**src/rtl/seg7_pkg.sv**
```systemverilog
// Shared constants for the Nexys3 seven-segment scan driver: hex font, all-off
// patterns, slot phase type and the active-low anode decoder.
package seg7_pkg;

    localparam logic [6:0] SEG_OFF = 7'h7F;
    localparam logic [3:0] AN_OFF  = 4'hF;

    // Active-low cathodes {g,f,e,d,c,b,a}; entry k is the glyph for hex digit k.
    localparam logic [15:0][6:0] HEX_FONT = {
        7'b0001110,  // F
        7'b0000110,  // E
        7'b0100001,  // d
        7'b1000110,  // C
        7'b0000011,  // b
        7'b0001000,  // A
        7'b0010000,  // 9
        7'b0000000,  // 8
        7'b1111000,  // 7
        7'b0000010,  // 6
        7'b0010010,  // 5
        7'b0011001,  // 4
        7'b0110000,  // 3
        7'b0100100,  // 2
        7'b1111001,  // 1
        7'b1000000   // 0
    };

    typedef enum logic {
        PH_BLANK = 1'b0,
        PH_DRIVE = 1'b1
    } phase_e;

    function automatic logic [3:0] anode_drive(input logic [1:0] idx);
        logic [3:0] an;
        case (idx)
            2'd0:    an = 4'b1110;
            2'd1:    an = 4'b1101;
            2'd2:    an = 4'b1011;
            2'd3:    an = 4'b0111;
            default: an = AN_OFF;
        endcase
        return an;
    endfunction

endpackage

```
**src/rtl/hex_to_seg7.sv**
```systemverilog
// Combinational nibble-to-cathode decoder using the shared hex font.
module hex_to_seg7
    import seg7_pkg::*;
(
    input  logic [3:0] nibble_i,
    output logic [6:0] seg_o
);

    // Font lookup
    always_comb begin
        seg_o = HEX_FONT[nibble_i];
    end

endmodule

```
**src/rtl/seg7_scan_driver.sv**
```systemverilog
// Time-multiplexed 4-digit seven-segment driver: latches a 16-bit value on a
// strobe and scans the digits with a per-slot blank interval and optional LZB.
module seg7_scan_driver
    import seg7_pkg::*;
#(
    parameter int DIV   = 100000,
    parameter int BLANK = 1000,
    parameter int LZB   = 1
) (
    input  logic        clock,
    input  logic        reset,
    input  logic        load,
    input  logic [15:0] data,
    input  logic [3:0]  dp_en,
    output logic [3:0]  an,
    output logic [6:0]  seg,
    output logic        dp
);

    localparam int             CW      = (DIV > 1) ? $clog2(DIV) : 1;
    localparam logic [CW-1:0]  LAST_C  = CW'(DIV - 1);
    localparam logic [CW-1:0]  BLANK_C = CW'(BLANK);
    localparam logic [CW-1:0]  ONE_C   = CW'(1);

    logic [CW-1:0] cnt_q, cnt_d;
    logic [1:0]    idx_q, idx_d;
    logic [15:0]   shadow_q, shadow_d;
    logic [3:0]    an_q, an_d;
    logic [6:0]    seg_q, seg_d;
    logic          dp_q, dp_d;

    logic [3:0]    nib_s;
    logic [6:0]    font_s;
    logic          upper_zero_s;
    logic          suppress_s;
    phase_e        phase_s;

    // Slot counter and digit index advance
    always_comb begin
        cnt_d = cnt_q;
        idx_d = idx_q;
        if (cnt_q == LAST_C) begin
            cnt_d = '0;
            idx_d = idx_q + 2'd1;
        end else begin
            cnt_d = cnt_q + ONE_C;
            idx_d = idx_q;
        end
    end

    // Shadow capture; a held-high load simply reloads every cycle
    always_comb begin
        if (load) begin
            shadow_d = data;
        end else begin
            shadow_d = shadow_q;
        end
    end

    // Nibble select and leading-zero test for the digit being scanned
    always_comb begin
        nib_s        = shadow_q[3:0];
        upper_zero_s = 1'b0;
        case (idx_q)
            2'd0: begin
                nib_s        = shadow_q[3:0];
                upper_zero_s = 1'b0;
            end
            2'd1: begin
                nib_s        = shadow_q[7:4];
                upper_zero_s = (shadow_q[15:4] == 12'h000);
            end
            2'd2: begin
                nib_s        = shadow_q[11:8];
                upper_zero_s = (shadow_q[15:8] == 8'h00);
            end
            2'd3: begin
                nib_s        = shadow_q[15:12];
                upper_zero_s = (shadow_q[15:12] == 4'h0);
            end
            default: begin
                nib_s        = shadow_q[3:0];
                upper_zero_s = 1'b0;
            end
        endcase
    end

    hex_to_seg7 u_font (
        .nibble_i (nib_s),
        .seg_o    (font_s)
    );

    // Next pin state; digit 0 is never blanked so a zero value shows "0"
    always_comb begin
        an_d       = AN_OFF;
        seg_d      = font_s;
        dp_d       = 1'b1;
        suppress_s = (LZB != 0) && upper_zero_s;
        if (cnt_q < BLANK_C) begin
            phase_s = PH_BLANK;
        end else begin
            phase_s = PH_DRIVE;
        end
        if ((phase_s == PH_DRIVE) && !suppress_s) begin
            an_d = anode_drive(idx_q);
            dp_d = ~dp_en[idx_q];
        end else begin
            an_d = AN_OFF;
            dp_d = 1'b1;
        end
    end

    // State and output registers
    always_ff @(posedge clock or negedge reset) begin
        if (!reset) begin
            cnt_q    <= '0;
            idx_q    <= 2'd0;
            shadow_q <= 16'h0000;
            an_q     <= AN_OFF;
            seg_q    <= SEG_OFF;
            dp_q     <= 1'b1;
        end else begin
            cnt_q    <= cnt_d;
            idx_q    <= idx_d;
            shadow_q <= shadow_d;
            an_q     <= an_d;
            seg_q    <= seg_d;
            dp_q     <= dp_d;
        end
    end

    assign an  = an_q;
    assign seg = seg_q;
    assign dp  = dp_q;

endmodule

```
**config.mk**
```make
export PLATFORM = sky130hd
export DESIGN_NAME = seg7_scan_driver
export DESIGN_NICKNAME = d
export VERILOG_FILES = /design/src/rtl/seg7_pkg.sv /design/src/rtl/hex_to_seg7.sv /design/src/rtl/seg7_scan_driver.sv
export SDC_FILE = /design/constraint.sdc
export NUM_CORES = 1
export LEC_CHECK = 0
export BUFFER_PORTS_ARGS = -buffer_cell sky130_fd_sc_hd__buf_2
export CORE_MARGIN = 10
export CORE_UTILIZATION = 48
export CTS_CLUSTER_DIAMETER = 50
export DETAILED_ROUTE_END_ITERATION = 8
export GPL_TIMING_DRIVEN = 0
export HOLD_SLACK_MARGIN = 0.03
export PLACE_DENSITY = 0.69
export RECOVER_POWER = 25
export SYNTH_ARGS = -nofsm -noshare
export SYNTH_HDL_FRONTEND = slang
export SYNTH_SLANG_ARGS = --single-unit
```
**constraint.sdc**
```tcl
create_clock -name clock -period 2.75 [get_ports clock]
set_input_delay 0.55 -clock clock [delete_from_list [all_inputs] [get_ports clock]]
set_output_delay 0.55 -clock clock [all_outputs]
set_load 0.005 [all_outputs]
```
==> results by group, run 1 <==
Pwr
  • Leak pwr: 1.19 nW
  • Worst VDD drop: 257 µV
  • Power, Total: 1.35 mW
  • P per Cell Area: 515 nW/µm²

Timing
  • Skew final: 0.00728 ns
  • Final worst path period share: 0.852
  • Minimum clock period: 2.34 ns
  • Final setup TNS: 0 ns
  • Worst-Margin Slew: 0.992 ns
  • Slew Limit Fails: 0
  • Worst Setup Slack, final: 0.406 ns
  • Slew HR: 0.339
  • Maximum clock rate: 0.427 GHz
  • RSZ-0062 raised after global routing: no
  • Setup Viol. Count Final: 0
  • Final Hold Violating Endpoints: 0

Clocking
  • TritonCTS buffer count: 5
  • Clock sink count: 47
  • Clock Path Buffers: 2
  • Post-CTS Setup Bufs: 0
  • Hold Buf Count CTS: 0
  • CTS tree: done
  • Root Buffer Master: clkbuf_8
  • Htree depth: 2
  • Skew-Pair Late Insertion Delay: 0.30 ns
  • Clk slew on worst S/H paths: 0.09 ns
  • Post-cts resize count: 0

Placed design
  • Buffers on Ports: 33
  • Placed cell area: 2530 µm²
  • DP Worst Slack: 0.444 ns
  • HPWL Detailed: 3.20 mm
  • Final GP Congestion: 0.749

GRT
  • Vias in the first global route: 1562
  • Initial antenna violation count: 0
  • Largest net degree at the start of global routing: 48
  • GR Overflow Total: 0
  • Overall Global Routing Usage: 0.115
  • First-pass GRT wire length: 7.27 mm

Synthesis
  • Top-count cell post-synth: dfrtp_1
  • Synthesized instance count: 195
  • Syn Nets: 229
  • Leading area contributor after synthesis: dfrtp_1
  • EDFF count, synth: 0
  • Synth area leaders: dfrtp_1, dfstp_2, mux2_2
  • Cell Area, Synth: 2290 µm²
  • Ys Warns: 0
  • Mean Syn Cell Area: 11.8 µm²
  • Register area share after synthesis: 0.519
  • Synth Flop Type: dfrtp_1
  • Flops & latches, synth: 47
  • Post-synth top cells: dfrtp_1, mux2_2, nand2_1, dfstp_2, xnor2_1
  • Top-area cell type share of the netlist area: 0.382
  • Synth cell types: 38
  • Ys async rst share: 1.00

Setup path
  • CP Launch Type: register
  • Crit path from: idx_q[0]$_DFFE_PN0N_
  • Worst reg-to-reg setup slack: 0.41 ns
  • Critical Path AT: 2.57 ns
  • Critical Path End: seg[0]$_DFF_PN1_
  • Worst R2R Path Depth: 8
  • Crit Path Category: reg -> reg
  • CP Capture Type: register
  • R2r startpoint: idx_q[0]$_DFFE_PN0N_
  • Reg-to-Reg End: seg[0]$_DFF_PN1_
  • Crit Path Max Fanout: 8
  • Req. time, crit path: 2.98 ns

Route
  • Routed wl met3: 229 µm
  • Top sig layer: met4
  • Vias/cell: 5.43
  • Antenna viol nets, final: 0
  • Met2 wire length: 1.93 mm
  • Via count: 1574
  • Wire per inst: 14.8 µm
  • Routed wire length: 4.28 mm
  • TritonRoute pass-1 iters: 4
  • DRC violations left: 0
  • First DRT Iteration DRCs: 139
  • Metal-1 WL: 2.08 mm

Floorplan
  • Starting Density: 0.489
  • DIE AREA: 7940 µm²
  • # rows: 25
  • Core area: 4690 µm²
  • Die height: 89.1 µm
  • Io pins: 35
  • Die width: 89.1 µm

Final layout
  • Total Nets Final: 269
  • Sequential cell area: 1190 µm²
  • Multi-input logic area: 1040 µm²
  • Design area: 2630 µm²
  • Antenna diodes: 0
  • Layout fillers: 415
  • Final Util: 0.560
  • Area Growth Syn to Fin: 14.5%
  • Share of cells above drive strength 1: 0.314

Status
  • Outcome: complete, no violations

Worst hold path
  • Hold WC Path Type: in -> async

Flow run
  • Max-Cap Viols: 0
power by group:
| group | internal [mW] | switching [mW] |
|---|---|---|
| clock network | 0.230 | 0.221 |
| registers | 0.740 | 0.0187 |
| logic | 0.0687 | 0.0745 |
metrics by stage:
stage	std cells	hold WS, ns
after floorplan	195	0.254
after global placement	282	0.473
after detailed placement	282	0.477
after CTS	290	0.450
after global routing	290	0.459
final	290	0.415
how the worst min path moves through the flow:
stage | cells past startpoint | endpoint
floorplan | 0 | cnt_q[0]$_DFF_PN0_
global placement | 1 | cnt_q[0]$_DFF_PN0_
detailed placement | 1 | cnt_q[0]$_DFF_PN0_
CTS | 1 | cnt_q[5]$_DFF_PN0_
global route | 3 | shadow_q[0]$_DFFE_PN0P_
finish | 1 | cnt_q[5]$_DFF_PN0_
critical path, stage by stage, from the launching register on:
cell and delay [ns]:
dfrtp_1 0.44, inv_1 0.14, ha_1 0.15, clkbuf_1 0.38, a22o_1 0.34, inv_1 0.14, ha_1 0.27, and3_1 0.16
a211o_1 0.24
cell families after synthesis:
logic type                 Yosys count  synth area share
AOI/OAI and AO/OA                   25            0.0758
xor gates and xnor gates            15            0.0573
adders and majority gates           11            0.0600
buffers and inverters               15            0.0251
DFF                                 47             0.519
muxes                               26             0.129
and+or+nand+nor                     56             0.134
sequential cells by signal, indices dropped and copies added, names as in the netlist:
signal and cells:
idx_q 2, an 4, cnt_q 17, seg 7
shadow_q 16, dp 1
final cells by class:
cell class / instances / share of cell area
flip-flops and latches: 47 / 0.454
multi-input cells: 133 / 0.398
repair buffers: 33 / 0.0629
clock buffers: 8 / 0.0381
well taps: 54 / 0.0257
inverters: 10 / 0.0143
plain buffers: 5 / 0.00762
cell usage in the layout (no fill, tap or decap), types with 2 or more instances in the layout:
cell type and n:
a21oi_1 3, a222oi_1 3, and3_1 2, and4_1 2, buf_2 34, clkbuf_1 5
clkbuf_8 7, dfrtp_1 35, dfstp_2 12, ha_1 11, inv_1 10, mux2_2 14
mux2i_1 10, nand2_1 14, nand3_1 9, nand4_1 5, nor2_1 10, nor3_1 3
nor4_1 3, o211ai_1 4, o21ai_0 6, o22ai_1 3, o41ai_1 2, xnor2_1 12
xor2_1 3
layer usage:
layer  global-route usage  up-vias
met4               0.0303        0
met2                0.167       25
met5                    0        -
met3               0.0365        7
met1                0.159      767
li1                     -      775
Power figures use the tool's default switching activity.
==> run 2: changes to the inputs <==
--- a/config.mk
+++ b/config.mk
@@ -7,12 +7,12 @@
 export LEC_CHECK = 0
 export BUFFER_PORTS_ARGS = -buffer_cell sky130_fd_sc_hd__buf_2
 export CORE_MARGIN = 10
-export CORE_UTILIZATION = 48
+export CORE_UTILIZATION = 56
 export CTS_CLUSTER_DIAMETER = 50
 export DETAILED_ROUTE_END_ITERATION = 8
 export GPL_TIMING_DRIVEN = 0
 export HOLD_SLACK_MARGIN = 0.03
-export PLACE_DENSITY = 0.69
+export PLACE_DENSITY = 0.79
 export RECOVER_POWER = 25
 export SYNTH_ARGS = -nofsm -noshare
 export SYNTH_HDL_FRONTEND = slang
==> results by group, run 2 (same netlist as run 1, synthesis figures left out) <==
Setup path
  • CP Capture Type: register
  • CP peak stage delay: 0.45 ns
  • CP cell instances: inv_1 -> ha_1 -> clkbuf_1 -> mux2_2 -> inv_1 -> ha_1 -> mux2i_1 -> mux2i_1
  • Req. time, crit path: 2.97 ns
  • Critical path's top delay family: multiplexers
  • Critical-path top delay cell: mux2_2
  • Critical Path AT: 2.50 ns
  • CP Launch Type: register
  • Worst path bufs/invs: 3
  • Crit Path Category: reg -> reg
  • Crit Path Max Fanout: 8
  • Worst path depth: 8
  • Worst R2R Path Depth: 8

Route
  • TritonRoute pass-1 iters: 4
  • DRC violations left: 0
  • Routed wire length: 4.29 mm
  • Via count: 1572
  • First DRT Iteration DRCs: 109
  • Antenna viol nets, final: 0
  • Wire per inst: 15.0 µm
  • Vias/cell: 5.50

GRT
  • Vias in the first global route: 1663
  • Largest net degree at the start of global routing: 48
  • First-pass GRT wire length: 7.63 mm
  • Initial antenna violation count: 0
  • GR Overflow Total: 0
  • Overall Global Routing Usage: 0.128

Final layout
  • Share of cells above drive strength 1: 0.314
  • Commonest non-fill, non-tap cell in the layout: dfrtp_1
  • Total Nets Final: 269
  • Layout fillers: 324
  • Max FFs per register: 17
  • Area Growth Syn to Fin: 13.9%
  • Most frequent cells in the layout: dfrtp_1, buf_2, nand2_1, mux2_2
  • Top reg by flops: cnt_q
  • Antenna diodes: 0
  • Design area: 2610 µm²

Clocking
  • Hold Buf Count CTS: 0
  • Post-cts resize count: 0
  • Htree depth: 2
  • Skew-Pair Late Insertion Delay: 0.30 ns
  • CTS tree: done
  • Clk slew on worst S/H paths: 0.08 ns
  • Clock Path Buffers: 2
  • Post-CTS Setup Bufs: 0
  • Clock sink count: 47
  • TritonCTS buffer count: 5
  • Root Buffer Master: clkbuf_8

Placed design
  • HPWL Detailed: 3.23 mm
  • Buffers on Ports: 33
  • Final GP Congestion: 0.803
  • Placed cell area: 2520 µm²

Timing
  • Slew HR: 0.341
  • Worst-Margin Slew: 0.988 ns
  • Minimum clock period: 2.28 ns
  • Final Hold Violating Endpoints: 0
  • Slew Limit Fails: 0
  • RSZ-0062 raised after global routing: no
  • Final setup TNS: 0 ns
  • Maximum clock rate: 0.439 GHz
  • Skew final: 0.00877 ns
  • Final worst path period share: 0.829
  • Setup Viol. Count Final: 0

Floorplan
  • Starting Density: 0.578
  • # rows: 23
  • Io pins: 35
  • Core area: 3970 µm²
  • Die height: 84.0 µm
  • Die width: 84.0 µm
  • DIE AREA: 7060 µm²

Flow run
  • Max-Cap Viols: 0

Pwr
  • Leak pwr: 1.18 nW
  • Worst VDD drop: 469 µV
  • P per Cell Area: 508 nW/µm²

Worst hold path
  • Hold WC Path Type: in -> async

Status
  • Outcome: complete, no violations
## run 2: area by class of cell
type	instances	area, µm²	area share
sequential	47	1190	0.456
multi-input combinational	133	1040	0.400
timing repair buffer	33	165	0.0632
clock buffer	7	86.3	0.0330
tap	50	62.6	0.0239
inverter	10	37.5	0.0144
buffer	5	20.0	0.00766
clock inverter	1	5.00	0.00192
## run 2: layer usage
| metal | GRT usage | vias up | part of all wire |
|---|---|---|---|
| li1 | - | 778 | - |
| met1 | 0.163 | 749 | 0.48 |
| met2 | 0.198 | 39 | 0.45 |
| met3 | 0.0381 | 6 | 0.053 |
| met4 | 0.0502 | 0 | 0.017 |
| met5 | 0 | - | 0 |
## run 2: metrics by stage
step	total power, mW	worst slack, ns	std cells	hold slack (ns)	util
finish	1.33	0.472	286	0.404	0.658
global route	1.40	0.311	286	0.460	0.658
detailed placement	0.918	0.473	278	0.481	0.635
CTS	1.34	0.454	286	0.443	0.658
global placement	0.912	0.493	278	0.474	0.635
floorplan	0.853	0.751	195	0.254	-
## run 2: final timing paths
kind	slack, ns	end	startpoint
max	0.47	seg[3]$_DFF_PN1_	idx_q[0]$_DFFE_PN0N_
min in group clock	0.45	shadow_q[0]$_DFFE_PN0P_	data[0]
min	0.40	shadow_q[0]$_DFFE_PN0P_	reset
max reg2reg	0.47	seg[3]$_DFF_PN1_	idx_q[0]$_DFFE_PN0N_
min reg2reg	0.49	cnt_q[0]$_DFF_PN0_	cnt_q[0]$_DFF_PN0_
max in group asynchronous	1.73	cnt_q[10]$_DFF_PN0_	reset
## run 2: where the power goes
group,internal (mW),total [mW],switching [mW]
logic,0.0686,0.142,0.0730
registers,0.740,0.759,0.0199
clock network,0.203,0.427,0.224
total,1.01,1.33,0.317
==> run 3: changes to the inputs <==
--- a/config.mk
+++ b/config.mk
@@ -7,12 +7,12 @@
 export LEC_CHECK = 0
 export BUFFER_PORTS_ARGS = -buffer_cell sky130_fd_sc_hd__buf_2
 export CORE_MARGIN = 10
-export CORE_UTILIZATION = 56
+export CORE_UTILIZATION = 51
 export CTS_CLUSTER_DIAMETER = 50
 export DETAILED_ROUTE_END_ITERATION = 8
 export GPL_TIMING_DRIVEN = 0
 export HOLD_SLACK_MARGIN = 0.03
-export PLACE_DENSITY = 0.79
+export PLACE_DENSITY = 0.76
 export RECOVER_POWER = 25
 export SYNTH_ARGS = -nofsm -noshare
 export SYNTH_HDL_FRONTEND = slang
==> constraint.sdc (replaced) <==
create_clock -name clock -period 1.9 [get_ports clock]
set_input_delay 0.38 -clock clock [delete_from_list [all_inputs] [get_ports clock]]
set_output_delay 0.38 -clock clock [all_outputs]
set_load 0.005 [all_outputs]
==> results by group, run 3 (same netlist as run 1, synthesis figures left out) <==
Status
  • Outcome: finished with violations
  • Failing checks: setup timing

Clocking
  • Clk slew on worst S/H paths: 0.08 ns
  • Clock Path Buffers: 2
  • Htree depth: 2
  • TritonCTS buffer count: 5
  • Clock sink count: 47
  • Root Buffer Master: clkbuf_8
  • Hold Buf Count CTS: 0
  • CTS tree: done
  • Skew-Pair Late Insertion Delay: 0.29 ns

Setup path
  • Crit Path Max Fanout: 5
  • CP Launch Type: register
  • Crit Path Category: reg -> reg
  • R2r startpoint: idx_q[0]$_DFFE_PN0N_
  • Critical Path AT: 2.29 ns
  • Crit path from: idx_q[0]$_DFFE_PN0N_
  • CP Capture Type: register
  • Req. time, crit path: 2.11 ns

Floorplan
  • Die height: 87.1 µm
  • Die width: 87.1 µm
  • DIE AREA: 7580 µm²
  • # rows: 24
  • Io pins: 35
  • Starting Density: 0.527
  • Core area: 4350 µm²

Final layout
  • Layout fillers: 293
  • Multi-input logic area: 1190 µm²
  • Share of cells above drive strength 1: 0.469
  • Sequential cell area: 1190 µm²
  • Commonest non-fill, non-tap cell in the layout: dfrtp_1
  • Top reg by flops: cnt_q
  • Area Growth Syn to Fin: 30.9%
  • Antenna diodes: 0
  • Max FFs per register: 17
  • Most frequent cells in the layout: dfrtp_1, buf_2, buf_4, nand2_1
  • Total Nets Final: 293

Route
  • Wire per inst: 16.6 µm
  • TritonRoute pass-1 iters: 4
  • First DRT Iteration DRCs: 105
  • Antenna viol nets, final: 0
  • DRC violations left: 0
  • Vias/cell: 5.64
  • Routed wire length: 5.17 mm
  • Via count: 1760

Pwr
  • P per Cell Area: 692 nW/µm²
  • Worst VDD drop: 553 µV
  • Leak pwr: 1.33 nW

Timing
  • Slew Limit Fails: 0
  • Maximum clock rate: 0.482 GHz
  • Final setup TNS: -0.520 ns
  • Worst Setup Slack, final: -0.173 ns
  • Slew HR: 0.258
  • RSZ-0062 raised after global routing: yes
  • Worst-Margin Slew: 1.11 ns
  • Final worst path period share: 1.09
  • Setup Viol. Count Final: 6
  • Final Hold Violating Endpoints: 0
  • Skew final: 0.00835 ns
  • Final Hold Slack: 0.286 ns
  • Minimum clock period: 2.07 ns

GRT
  • Vias in the first global route: 1745
  • Overall Global Routing Usage: 0.132
  • GR Overflow Total: 0
  • Initial antenna violation count: 0
  • First-pass GRT wire length: 8.11 mm
  • Largest net degree at the start of global routing: 48

Worst hold path
  • Hold WC Path Type: in -> async

Placed design
  • Final GP Congestion: 0.778
  • Buffers on Ports: 33
  • HPWL Detailed: 3.32 mm

Flow run
  • Max-Cap Viols: 0
run 3: path summary, 6_finish.rpt:
path / to / slack, ns / cells after the start
max in group asynchronous: idx_q[0]$_DFFE_PN0N_ / 0.87 / 1
max reg2reg: seg[0]$_DFF_PN1_ / -0.17 / 8
min reg2reg: cnt_q[12]$_DFF_PN0_ / 0.51 / 1
min: shadow_q[1]$_DFFE_PN0P_ / 0.29 / 1
max: seg[0]$_DFF_PN1_ / -0.17 / 8
min in group clock: shadow_q[1]$_DFFE_PN0P_ / 0.29 / 3
run 3: layout make-up:
type,count,area share
clock inverter,1,0.0100
inverter,10,0.0150
clock buffer,7,0.0254
buffer,5,0.0154
tap,52,0.0217
multi-input combinational,133,0.397
sequential,47,0.397
timing repair buffer,57,0.117
run 3: where the power goes:
part	switching [mW]	leakage [nW]	internal [mW]	total, mW
logic	0.136	0.715	0.133	0.269
registers	0.0299	0.562	1.07	1.10
clock network	0.314	0.0524	0.394	0.708
run 3: critical path, cell delays in order (launching register included):
cell and delay [ns]:
dfrtp_2 0.49, ha_4 0.20, buf_6 0.12, a22oi_1 0.25, a22o_2 0.25, inv_2 0.09
ha_4 0.18, and3_4 0.14, a211o_1 0.28
run 3: per-stage QoR:
stage	utilization	setup slack, ns	cell area [µm²]	power [mW]	instances
final	0.690	-0.173	3000	2.08	312
after global routing	0.690	-0.229	3000	2.17	312
after CTS	0.659	-0.131	2870	2.07	306
after detailed placement	0.585	-0.275	2550	1.33	280
after global placement	0.585	-0.235	2550	1.32	280
after floorplan	-	-0.00414	2320	1.24	195
run 3: layer usage:
layer	global-route usage	wire, µm	vias up	share of wire
met5	0	0	-	0
met4	0.0604	153	0	0.030
met3	0.0431	315	16	0.061
met2	0.218	2630	54	0.51
met1	0.151	2070	865	0.40
li1	-	-	825	-
run 3: repair_timing:
action,CTS,global route
resized for setup,21,20
setup endpoints to repair,9,15
buffers inserted,18,7
pin swaps,5,12
